<file path="src/rtl/pau_pkg.sv">
// Shared definitions for the posit arithmetic unit: default field widths,
// producer source encoding and the request record carried through the split pipeline.
package pau_pkg;

    localparam int PAU_ES   = 3;
    localparam int PAU_BS   = 5;
    localparam int PAU_ID_W = 4;
    localparam int PAU_EXP_W = PAU_ES + PAU_BS + 1;

    localparam logic SRC_ADD = 1'b0;
    localparam logic SRC_MUL = 1'b1;

    typedef struct packed {
        logic [PAU_EXP_W-1:0] exp;
        logic [PAU_ID_W-1:0]  id;
        logic                 src;
    } req_t;

endpackage

</file>
<file path="src/rtl/pau_regexp_split.sv">
// Combinational split of a signed posit scale into exponent field, regime
// run length and regime sign. Shared by the arithmetic and decoder paths.
module pau_regexp_split #(
    parameter int ES = 3,
    parameter int BS = 5
) (
    input  logic signed [ES+BS:0] i_exp,
    output logic [ES-1:0]         o_e,
    output logic [BS-1:0]         o_r,
    output logic                  o_rneg
);

    logic          w_neg;
    logic [ES+BS:0] w_mag;
    logic [BS-1:0] w_hi;
    logic          w_inc;

    assign w_neg = i_exp[ES+BS];
    // Two's-complement magnitude; the most negative scale wraps mod 2^W.
    assign w_mag = w_neg ? $unsigned(-i_exp) : $unsigned(i_exp);
    assign w_hi  = w_mag[ES+BS-1:ES];
    assign w_inc = !w_neg || (w_mag[ES-1:0] != '0);

    assign o_e    = i_exp[ES-1:0];
    assign o_r    = w_inc ? w_hi + BS'(1) : w_hi;
    assign o_rneg = w_neg;

endmodule

</file>
<file path="src/rtl/pau_regexp_arb.sv">
// Round-robin arbiter sharing one regime/exponent split between the adder (port 0)
// and multiplier (port 1), followed by a 2-stage elastic pipeline to the packer.
module pau_regexp_arb
    import pau_pkg::*;
#(
    parameter int ES   = PAU_ES,
    parameter int BS   = PAU_BS,
    parameter int ID_W = PAU_ID_W
) (
    input  logic            clk_i,
    input  logic            rst_ni,
    input  logic            flush_i,
    input  logic            req0_valid_i,
    output logic            req0_ready_o,
    input  logic [ES+BS:0]  req0_exp_i,
    input  logic [ID_W-1:0] req0_id_i,
    input  logic            req1_valid_i,
    output logic            req1_ready_o,
    input  logic [ES+BS:0]  req1_exp_i,
    input  logic [ID_W-1:0] req1_id_i,
    output logic            res_valid_o,
    input  logic            res_ready_i,
    output logic [ES-1:0]   res_e_o,
    output logic [BS-1:0]   res_r_o,
    output logic            res_rneg_o,
    output logic [ID_W-1:0] res_id_o,
    output logic            res_src_o,
    output logic            busy_o
);

    logic            r_vld_p1;
    logic            r_vld_p2;
    logic            r_rr_last;
    req_t            r_req_p1;
    logic [ES-1:0]   r_e_p2;
    logic [BS-1:0]   r_r_p2;
    logic            r_rneg_p2;
    logic [ID_W-1:0] r_id_p2;
    logic            r_src_p2;

    logic            w_s2_adv;
    logic            w_s1_adv;
    logic            w_arb_en;
    logic            w_gnt0;
    logic            w_gnt1;
    req_t            w_req_sel;
    logic [ES-1:0]   w_e;
    logic [BS-1:0]   w_r;
    logic            w_rneg;

    assign w_s2_adv = !r_vld_p2 || res_ready_i;
    assign w_s1_adv = !r_vld_p1 || w_s2_adv;
    assign w_arb_en = w_s1_adv && !flush_i;

    // rr_last == 1 favours port 0 on contention, and vice versa.
    assign w_gnt0 = w_arb_en && req0_valid_i && (!req1_valid_i || r_rr_last);
    assign w_gnt1 = w_arb_en && req1_valid_i && (!req0_valid_i || !r_rr_last);

    assign req0_ready_o = w_gnt0;
    assign req1_ready_o = w_gnt1;

    always_comb begin
        w_req_sel.exp = req0_exp_i;
        w_req_sel.id  = req0_id_i;
        w_req_sel.src = SRC_ADD;
        if (w_gnt1) begin
            w_req_sel.exp = req1_exp_i;
            w_req_sel.id  = req1_id_i;
            w_req_sel.src = SRC_MUL;
        end
    end

    always_ff @(posedge clk_i or negedge rst_ni) begin
        if (!rst_ni) begin
            r_rr_last <= 1'b1;
        end else if (w_gnt0) begin
            r_rr_last <= 1'b0;
        end else if (w_gnt1) begin
            r_rr_last <= 1'b1;
        end
    end

    // Stage 1: granted request register
    always_ff @(posedge clk_i or negedge rst_ni) begin
        if (!rst_ni) begin
            r_vld_p1 <= 1'b0;
            r_req_p1 <= '0;
        end else if (flush_i) begin
            r_vld_p1 <= 1'b0;
        end else if (w_s1_adv) begin
            r_vld_p1 <= w_gnt0 || w_gnt1;
            if (w_gnt0 || w_gnt1) begin
                r_req_p1 <= w_req_sel;
            end
        end
    end

    pau_regexp_split #(
        .ES (ES),
        .BS (BS)
    ) u_split (
        .i_exp  (r_req_p1.exp),
        .o_e    (w_e),
        .o_r    (w_r),
        .o_rneg (w_rneg)
    );

    // Stage 2: output register towards the packer
    always_ff @(posedge clk_i or negedge rst_ni) begin
        if (!rst_ni) begin
            r_vld_p2  <= 1'b0;
            r_e_p2    <= '0;
            r_r_p2    <= '0;
            r_rneg_p2 <= 1'b0;
            r_id_p2   <= '0;
            r_src_p2  <= 1'b0;
        end else if (flush_i) begin
            r_vld_p2 <= 1'b0;
        end else if (r_vld_p1 && w_s2_adv) begin
            r_vld_p2  <= 1'b1;
            r_e_p2    <= w_e;
            r_r_p2    <= w_r;
            r_rneg_p2 <= w_rneg;
            r_id_p2   <= r_req_p1.id;
            r_src_p2  <= r_req_p1.src;
        end else if (res_ready_i) begin
            r_vld_p2 <= 1'b0;
        end
    end

    assign res_valid_o = r_vld_p2;
    assign res_e_o     = r_e_p2;
    assign res_r_o     = r_r_p2;
    assign res_rneg_o  = r_rneg_p2;
    assign res_id_o    = r_id_p2;
    assign res_src_o   = r_src_p2;
    assign busy_o      = r_vld_p1 || r_vld_p2;

endmodule

</file>
<file path="config.mk">
export PLATFORM = sky130hd
export DESIGN_NAME = pau_regexp_arb
export DESIGN_NICKNAME = d
export VERILOG_FILES = /design/src/rtl/pau_pkg.sv /design/src/rtl/pau_regexp_split.sv /design/src/rtl/pau_regexp_arb.sv
export SDC_FILE = /design/constraint.sdc
export NUM_CORES = 1
export LEC_CHECK = 0
export BUFFER_PORTS_ARGS = -buffer_cell sky130_fd_sc_hd__buf_2
export CORE_MARGIN = 10
export CORE_UTILIZATION = 49
export DETAILED_ROUTE_END_ITERATION = 6
export GPL_TIMING_DRIVEN = 0
export PLACE_DENSITY = 0.86
export SLEW_MARGIN = 10
export SYNTH_ARGS = -nofsm -noshare
export SYNTH_HDL_FRONTEND = slang
export SYNTH_SLANG_ARGS = --single-unit
</file>
<file path="constraint.sdc">
create_clock -name clk_i -period 2.2 [get_ports clk_i]
set_input_delay 0.22 -clock clk_i [delete_from_list [all_inputs] [get_ports clk_i]]
set_output_delay 0.22 -clock clk_i [all_outputs]
set_load 0.03 [all_outputs]
</file>
==> impl_metrics.json, run 1 <==
{
  "fmax_ghz": 0.480,
  "grt_overflow_total": 0,
  "multiInputGateArea_um2": 678,
  "floorplan.die.height_um": 75.1,
  "syn-mean-instance-area_um2": 9.98,
  "critical_path.max_fanout": 6,
  "initial_core_utilization": 0.526,
  "timing.max_cap.violations": 0,
  "core_area_mm2": 0.00283,
  "setup_viol_count_final": 0,
  "syn-cell-area_mm2": 0.00149,
  "grt_max_degree": 32,
  "yosysUniqueCellTypes": 39,
  "drt-vias-per-instance": 5.41,
  "worst_pin_slew_ns": 0.668,
  "antenna_cells": 0,
  "final_min_period_over_clock_period": 0.947,
  "grt_antenna_before_repair": 0,
  "synth-edff-count": 0,
  "clock_sink_count": 31,
  "finalCriticalPeriod_ns": 2.08,
  "cell_count_final_fillers_out": 242,
  "route.antenna.remaining_nets": 0,
  "drt_wl_total_um": 3690,
  "die_area_mm2": 0.00564,
  "critical-path-max-stage-delay_ns": 0.44,
  "grt_util_all_layers": 0.138,
  "number_of_buffers_on_the_longest_clock_path": 2,
  "detailedRoute.firstIterationViolations": 42,
  "netlist_top_cells_count": "30 x dfrtp_1, 21 x nor2_1, 13 x nand2_1",
  "post-place-cells": 229,
  "cts_buffers": 5,
  "cts-htree-levels": 2,
  "rsz0062_at_grt": "false",
  "placementRows": 19,
  "post_drt_wl_per_cell_um": 15.2,
  "finClkSkew_ns": 0.00835,
  "result_of_the_run": "completed",
  "place.port_buffers": 49,
  "synth_top_area_frac": 0.505,
  "asyncSetResetFlopFracSynth": 1.00,
  "vdd_drop_max_mv": 0.611,
  "clock_latency_ns": 0.33,
  "ys_seq_area_frac": 0.522,
  "syn_nets": 182,
  "cts-root-buf": "clkbuf_4",
  "worst-path-stages": 7,
  "synth.area.top_cells": "dfrtp_1 50%, nor2_1 5.3%, o22ai_1 5.0%",
  "timing.setup.critical_path_class": "reg -> reg",
  "drt_first_pass_iters": 4,
  "hold_path_class": "in -> reg",
  "grt_first_pass_wirelength_um": 5870,
  "gp_routability_congestion": 0.879,
  "final.fill_count": 251,
  "total_leakage_power_nw": 0.906,
  "pin_count": 50,
  "post_synthesis_register_bit_count": 31,
  "timing_hold_violations_final": 0,
  "crit_path_end_kind": "flip-flop",
  "rr_worst_depth": 7,
  "timing.critical_path.max_delay_family": "simple AND/OR/NAND/NOR gates",
  "worstSetupStartpointType": "flip-flop",
  "yosys.area.top_type": "dfrtp_1",
  "half_perimeter_wire_length_after_detailed_placement_um": 2810,
  "tritoncts": "yes",
  "postSynthCellCount": 149,
  "route.detailed.drc": 0,
  "fp.dieW_um": 75.1,
  "whs_path_depth": 2,
  "clk_pin_slew_worst_paths_ns": 0.10,
  "final_layout_size_suffix_gt1_frac": 0.389,
  "syn2layout_area_growth_pct": 27.0,
  "cp.required_ns": 2.41,
  "via_count_of_the_first_global_routing_pass": 1266,
  "synthMostInstantiatedCell": "dfrtp_1",
  "timing.critical_path.cells": "inv_1 > ha_1 > nor3b_2 > or3_4 > a211oi_4 > a211o_1 > nand3_1",
  "slew_violations": 0,
  "worst-r2r-setup-slack_ns": 0.12,
  "synth-main-ff-cell": "dfrtp_1",
  "relSlewSlack": 0.555,
  "powerDensity_mw_per_mm2": 960,
  "path_buf_inv": 1,
  "yosysWarnings": 0,
  "ff_latch_area_um2": 777,
  "timing.setup.tns_ns": 0,
  "arrival_ns": 2.30,
  "route.vias.total": 1309,
  "fin_nets": 243,
  "critical-path-slowest-cell": "dfrtp_1"
}
-- per-layer routing --
layer  vias up  share of wire  wire length [um]  GRT usage
met1       615           0.40              1490      0.155
li1        650              -                 -          -
met4         0          0.012                46     0.0441
met5         -              0                 0          0
met3         7          0.085               313     0.0723
met2        37           0.50              1830      0.222
-- cell usage in the layout, fill, tap and decap left out, types with 4 or more instances in the layout --
cell type and count:
dfrtp_1 30, buf_2 51, nor2_1 21, clkbuf_4 5, a21oi_1 7, clkbuf_1 4, o22ai_1 12, xnor2_1 4
buf_4 4, inv_1 4, nand2_1 13, o21ai_0 8, mux2_2 6
-- stage by stage --
step / hold WS, ns / power, mW / util / setup slack (ns) / instance area, um^2
finish: 0.0771 / 1.81 / 0.668 / 0.116 / 1890
floorplan: -0.0756 / 1.28 / - / 0.292 / 1490
global route: 0.0623 / 1.93 / 0.668 / 0.00305 / 1890
CTS: 0.0652 / 1.82 / 0.656 / 0.111 / 1860
detailed placement: 0.287 / 1.50 / 0.626 / 0.140 / 1770
global placement: 0.292 / 1.48 / 0.626 / 0.175 / 1770
-- timing repair --
item,4_1_cts,5_1_grt
buffers inserted,2,2
resized for setup,3,5
setup endpoints to repair,2,4
hold buffers,1,0
hold endpoints to repair,30,0
pin swaps,1,1
-- final timing paths --
path | endpoint | start
max | res_r_o[4] | r_req_p1[5]
min | res_valid_o | flush_i
max reg2reg | res_r_o[4] | r_req_p1[5]
min reg2reg | res_r_o[1] | res_r_o[1]
max in group asynchronous | res_e_o[2] | rst_ni
min in group asynchronous | res_e_o[1] | rst_ni
-- registers in the layout (all words and copies together), names as in the netlist --
signal	flops
res_r_o	5
res_id_o	4
r_vld_p1	1
res_src_o	1
res_rneg_o	1
r_rr_last	1
res_valid_o	1
r_req_p1	14
res_e_o	3
-- final cells by class --
class | instances | area share
plain buffers | 7 | 0.0199
clock buffers | 6 | 0.0219
clock inverters | 2 | 0.00662
inverters | 5 | 0.00993
multi-input cells | 106 | 0.359
flip-flops and latches | 31 | 0.411
well taps | 31 | 0.0205
repair buffers | 54 | 0.151
-- worst reg2reg max path, cell delays in order, from the launching register on --
cell	delay, ns
dfrtp_1	0.44
inv_1	0.12
ha_1	0.27
nor3b_2	0.18
or3_4	0.35
a211oi_4	0.36
a211o_1	0.19
nand3_1	0.07
-- power by group --
part	total (mW)	switching [mW]	internal, mW
Combinational	0.700	0.444	0.255
Sequential	0.800	0.0896	0.710
Clock	0.313	0.190	0.123
Total	1.81	0.724	1.09
-- kinds of logic (layout without fill, tap and decap cells) --
kind of cell	after synthesis	in the layout	share of synthesized area
buffers and inverters	12	74	0.0362
adder cells (fa/ha/maj)	1	1	0.00841
AND/OR/NAND/NOR	51	51	0.167
flip-flops	31	31	0.522
multiplexers	7	7	0.0521
AO/OA/AOI/OAI	42	42	0.185
XOR/XNOR	5	5	0.0294
(Power assumes the default switching activity.)
==> run 2: changes to the inputs <==
--- a/config.mk
+++ b/config.mk
@@ -7,10 +7,11 @@
 export LEC_CHECK = 0
 export BUFFER_PORTS_ARGS = -buffer_cell sky130_fd_sc_hd__buf_2
 export CORE_MARGIN = 10
-export CORE_UTILIZATION = 49
+export CORE_UTILIZATION = 44
 export DETAILED_ROUTE_END_ITERATION = 6
 export GPL_TIMING_DRIVEN = 0
-export PLACE_DENSITY = 0.86
+export PLACE_DENSITY = 0.82
+export RECOVER_POWER = 100
 export SLEW_MARGIN = 10
 export SYNTH_ARGS = -nofsm -noshare
 export SYNTH_HDL_FRONTEND = slang
==> constraint.sdc (replaced) <==
create_clock -name clk_i -period 1.79 [get_ports clk_i]
set_input_delay 0.179 -clock clk_i [delete_from_list [all_inputs] [get_ports clk_i]]
set_output_delay 0.179 -clock clk_i [all_outputs]
set_load 0.03 [all_outputs]
==> run 2 against run 1 <==
Effect of this change:
- the flow now finishes with violations (setup timing)
- worst setup slack lost 0.14 ns
- clock power grew 20%
- count of clock-buffer cells in the layout grew 2
==> impl_metrics.json, run 2 (synthesis results as in run 1) <==
{
  "result_of_the_run": "finished with violations",
  "violations": "setup timing",
  "powerDensity_mw_per_mm2": 1140,
  "reg_with_most_ffs": "r_req_p1",
  "total_leakage_power_nw": 0.909,
  "slew_violations": 0,
  "critical-path-slowest-cell": "dfrtp_1",
  "clk_pin_slew_worst_paths_ns": 0.09,
  "layout.cells.most_common_list": "30 x buf_2, 29 x dfrtp_1, 21 x nor2_1",
  "relSlewSlack": 0.499,
  "grt_antenna_before_repair": 1,
  "timing.max_cap.violations": 0,
  "place.port_buffers": 49,
  "layout_commonest_cell": "buf_2",
  "final_layout_size_suffix_gt1_frac": 0.369,
  "clock_sink_count": 31,
  "timing.critical_path.cells": "inv_2 > ha_4 > nor3b_4 > or3_4 > a211oi_4 > a211o_1 > nand3_1",
  "half_perimeter_wire_length_after_detailed_placement_um": 2720,
  "rsz0062_at_grt": "true",
  "critPathLaunch": "r_req_p1[5]",
  "drt-vias-per-instance": 5.08,
  "syn2layout_area_growth_pct": 35.7,
  "grt_overflow_total": 0,
  "worst_hold_startpoint": "flush_i",
  "tritoncts": "yes",
  "cts-root-buf": "clkbuf_4",
  "finalCriticalPeriod_ns": 1.81,
  "placementRows": 21,
  "cts-htree-levels": 2,
  "crit_path_end_kind": "flip-flop",
  "p_total_mw": 2.31,
  "core_area_mm2": 0.00331,
  "place_worst_setup_slack_ns": -0.103,
  "drt_first_pass_iters": 4,
  "hold_path_class": "in -> reg",
  "route.vias.total": 1341,
  "critical_path.reg2reg.startpoint": "r_req_p1[5]",
  "detailedRoute.firstIterationViolations": 62,
  "vdd_drop_max_mv": 0.554,
  "grt_first_pass_wirelength_um": 6420,
  "grt_util_all_layers": 0.131,
  "worstSetupStartpointType": "flip-flop",
  "cts_buffers": 5,
  "fmax_ghz": 0.551,
  "cell_count_final_fillers_out": 264,
  "floorplan.die.height_um": 78.1,
  "post-place-cells": 244,
  "die_area_mm2": 0.00611,
  "final_min_period_over_clock_period": 1.01,
  "pin_count": 50,
  "largest_register_ff_count": 14,
  "initial_core_utilization": 0.449,
  "critical-path-max-stage-delay_ns": 0.37,
  "route.detailed.drc": 0,
  "cp.required_ns": 2.01,
  "post_drt_wl_per_cell_um": 15.7,
  "fin_nets": 249,
  "layout_setup_ws_ns": -0.0233,
  "setup_viol_count_final": 5,
  "critical_path.max_fanout": 6,
  "multiInputGateArea_um2": 734,
  "number_of_buffers_on_the_longest_clock_path": 2,
  "worst_pin_slew_ns": 0.752,
  "timing.setup.critical_path_class": "reg -> reg",
  "arrival_ns": 2.03,
  "ff_latch_area_um2": 778,
  "via_count_of_the_first_global_routing_pass": 1389,
  "final.fill_count": 305,
  "timing_hold_violations_final": 0,
  "clock_latency_ns": 0.33,
  "drt_wl_total_um": 4150,
  "grt_max_degree": 32,
  "finClkSkew_ns": 0.0112,
  "route.antenna.remaining_nets": 0,
  "gp_routability_congestion": 0.850,
  "fp.dieW_um": 78.1
}
-- run 2: what timing repair did --
action	CTS	global route
gates resized for setup	18	8
setup buffers	10	2
setup endpoints to repair	10	15
pin swaps	5	9
hold buffers	1	0
endpoints found under the hold margin	30	0
-- run 2: final cells by class --
class | instances | share of cell area
inverters | 5 | 0.00929
repair buffers | 62 | 0.164
well taps | 46 | 0.0285
diodes | 1 | 0.00124
multi-input cells | 106 | 0.364
flip-flops and latches | 31 | 0.385
plain buffers | 5 | 0.0235
clock buffers | 8 | 0.0242
-- run 2: routing by layer --
metal	vias to the layer above	share of wire	global-route usage
met1	644	0.39	0.138
met2	26	0.53	0.225
met5	-	0	0
li1	665	-	-
met4	0	0.021	0.0806
met3	6	0.062	0.0387
-- run 2: worst paths after layout --
path	end	slack (ns)	depth (start not counted)
hold / removal	res_valid_o	0.05	2
hold reg to reg	res_r_o[4]	0.48	2
min in group asynchronous	r_vld_p1	0.44	2
max in group asynchronous	res_valid_o	0.84	2
setup / recovery	res_r_o[4]	-0.02	7
setup reg to reg	res_r_o[4]	-0.02	7
-- run 2: where the power goes --
part	internal [mW]	switching, mW	leakage (nW)
logic	0.342	0.598	0.525
clock network	0.156	0.219	0.0266
registers	0.874	0.119	0.357
-- run 2: worst max-delay path: cells and delay by family, from the launching register on --
family | cells | cell delay, ns
and+or+nand+nor | 3 | 0.58
AOI/OAI and AO/OA | 2 | 0.51
DFF | 1 | 0.37
adders and majority gates | 1 | 0.18
buffers and inverters | 1 | 0.07
-- run 2: through the flow --
| stage | setup TNS, ns | hold slack (ns) | cell area (um^2) | util |
|---|---|---|---|---|
| final | -0.0408 | 0.0503 | 2020 | 0.610 |
| after global routing | -0.673 | 0.0293 | 2020 | 0.610 |
| after CTS | -0.0164 | 0.0244 | 2000 | 0.603 |
| after detailed placement | -0.423 | 0.252 | 1800 | 0.543 |
| after global placement | -0.317 | 0.247 | 1800 | 0.543 |
| after floorplan | 0 | -0.117 | 1500 | - |
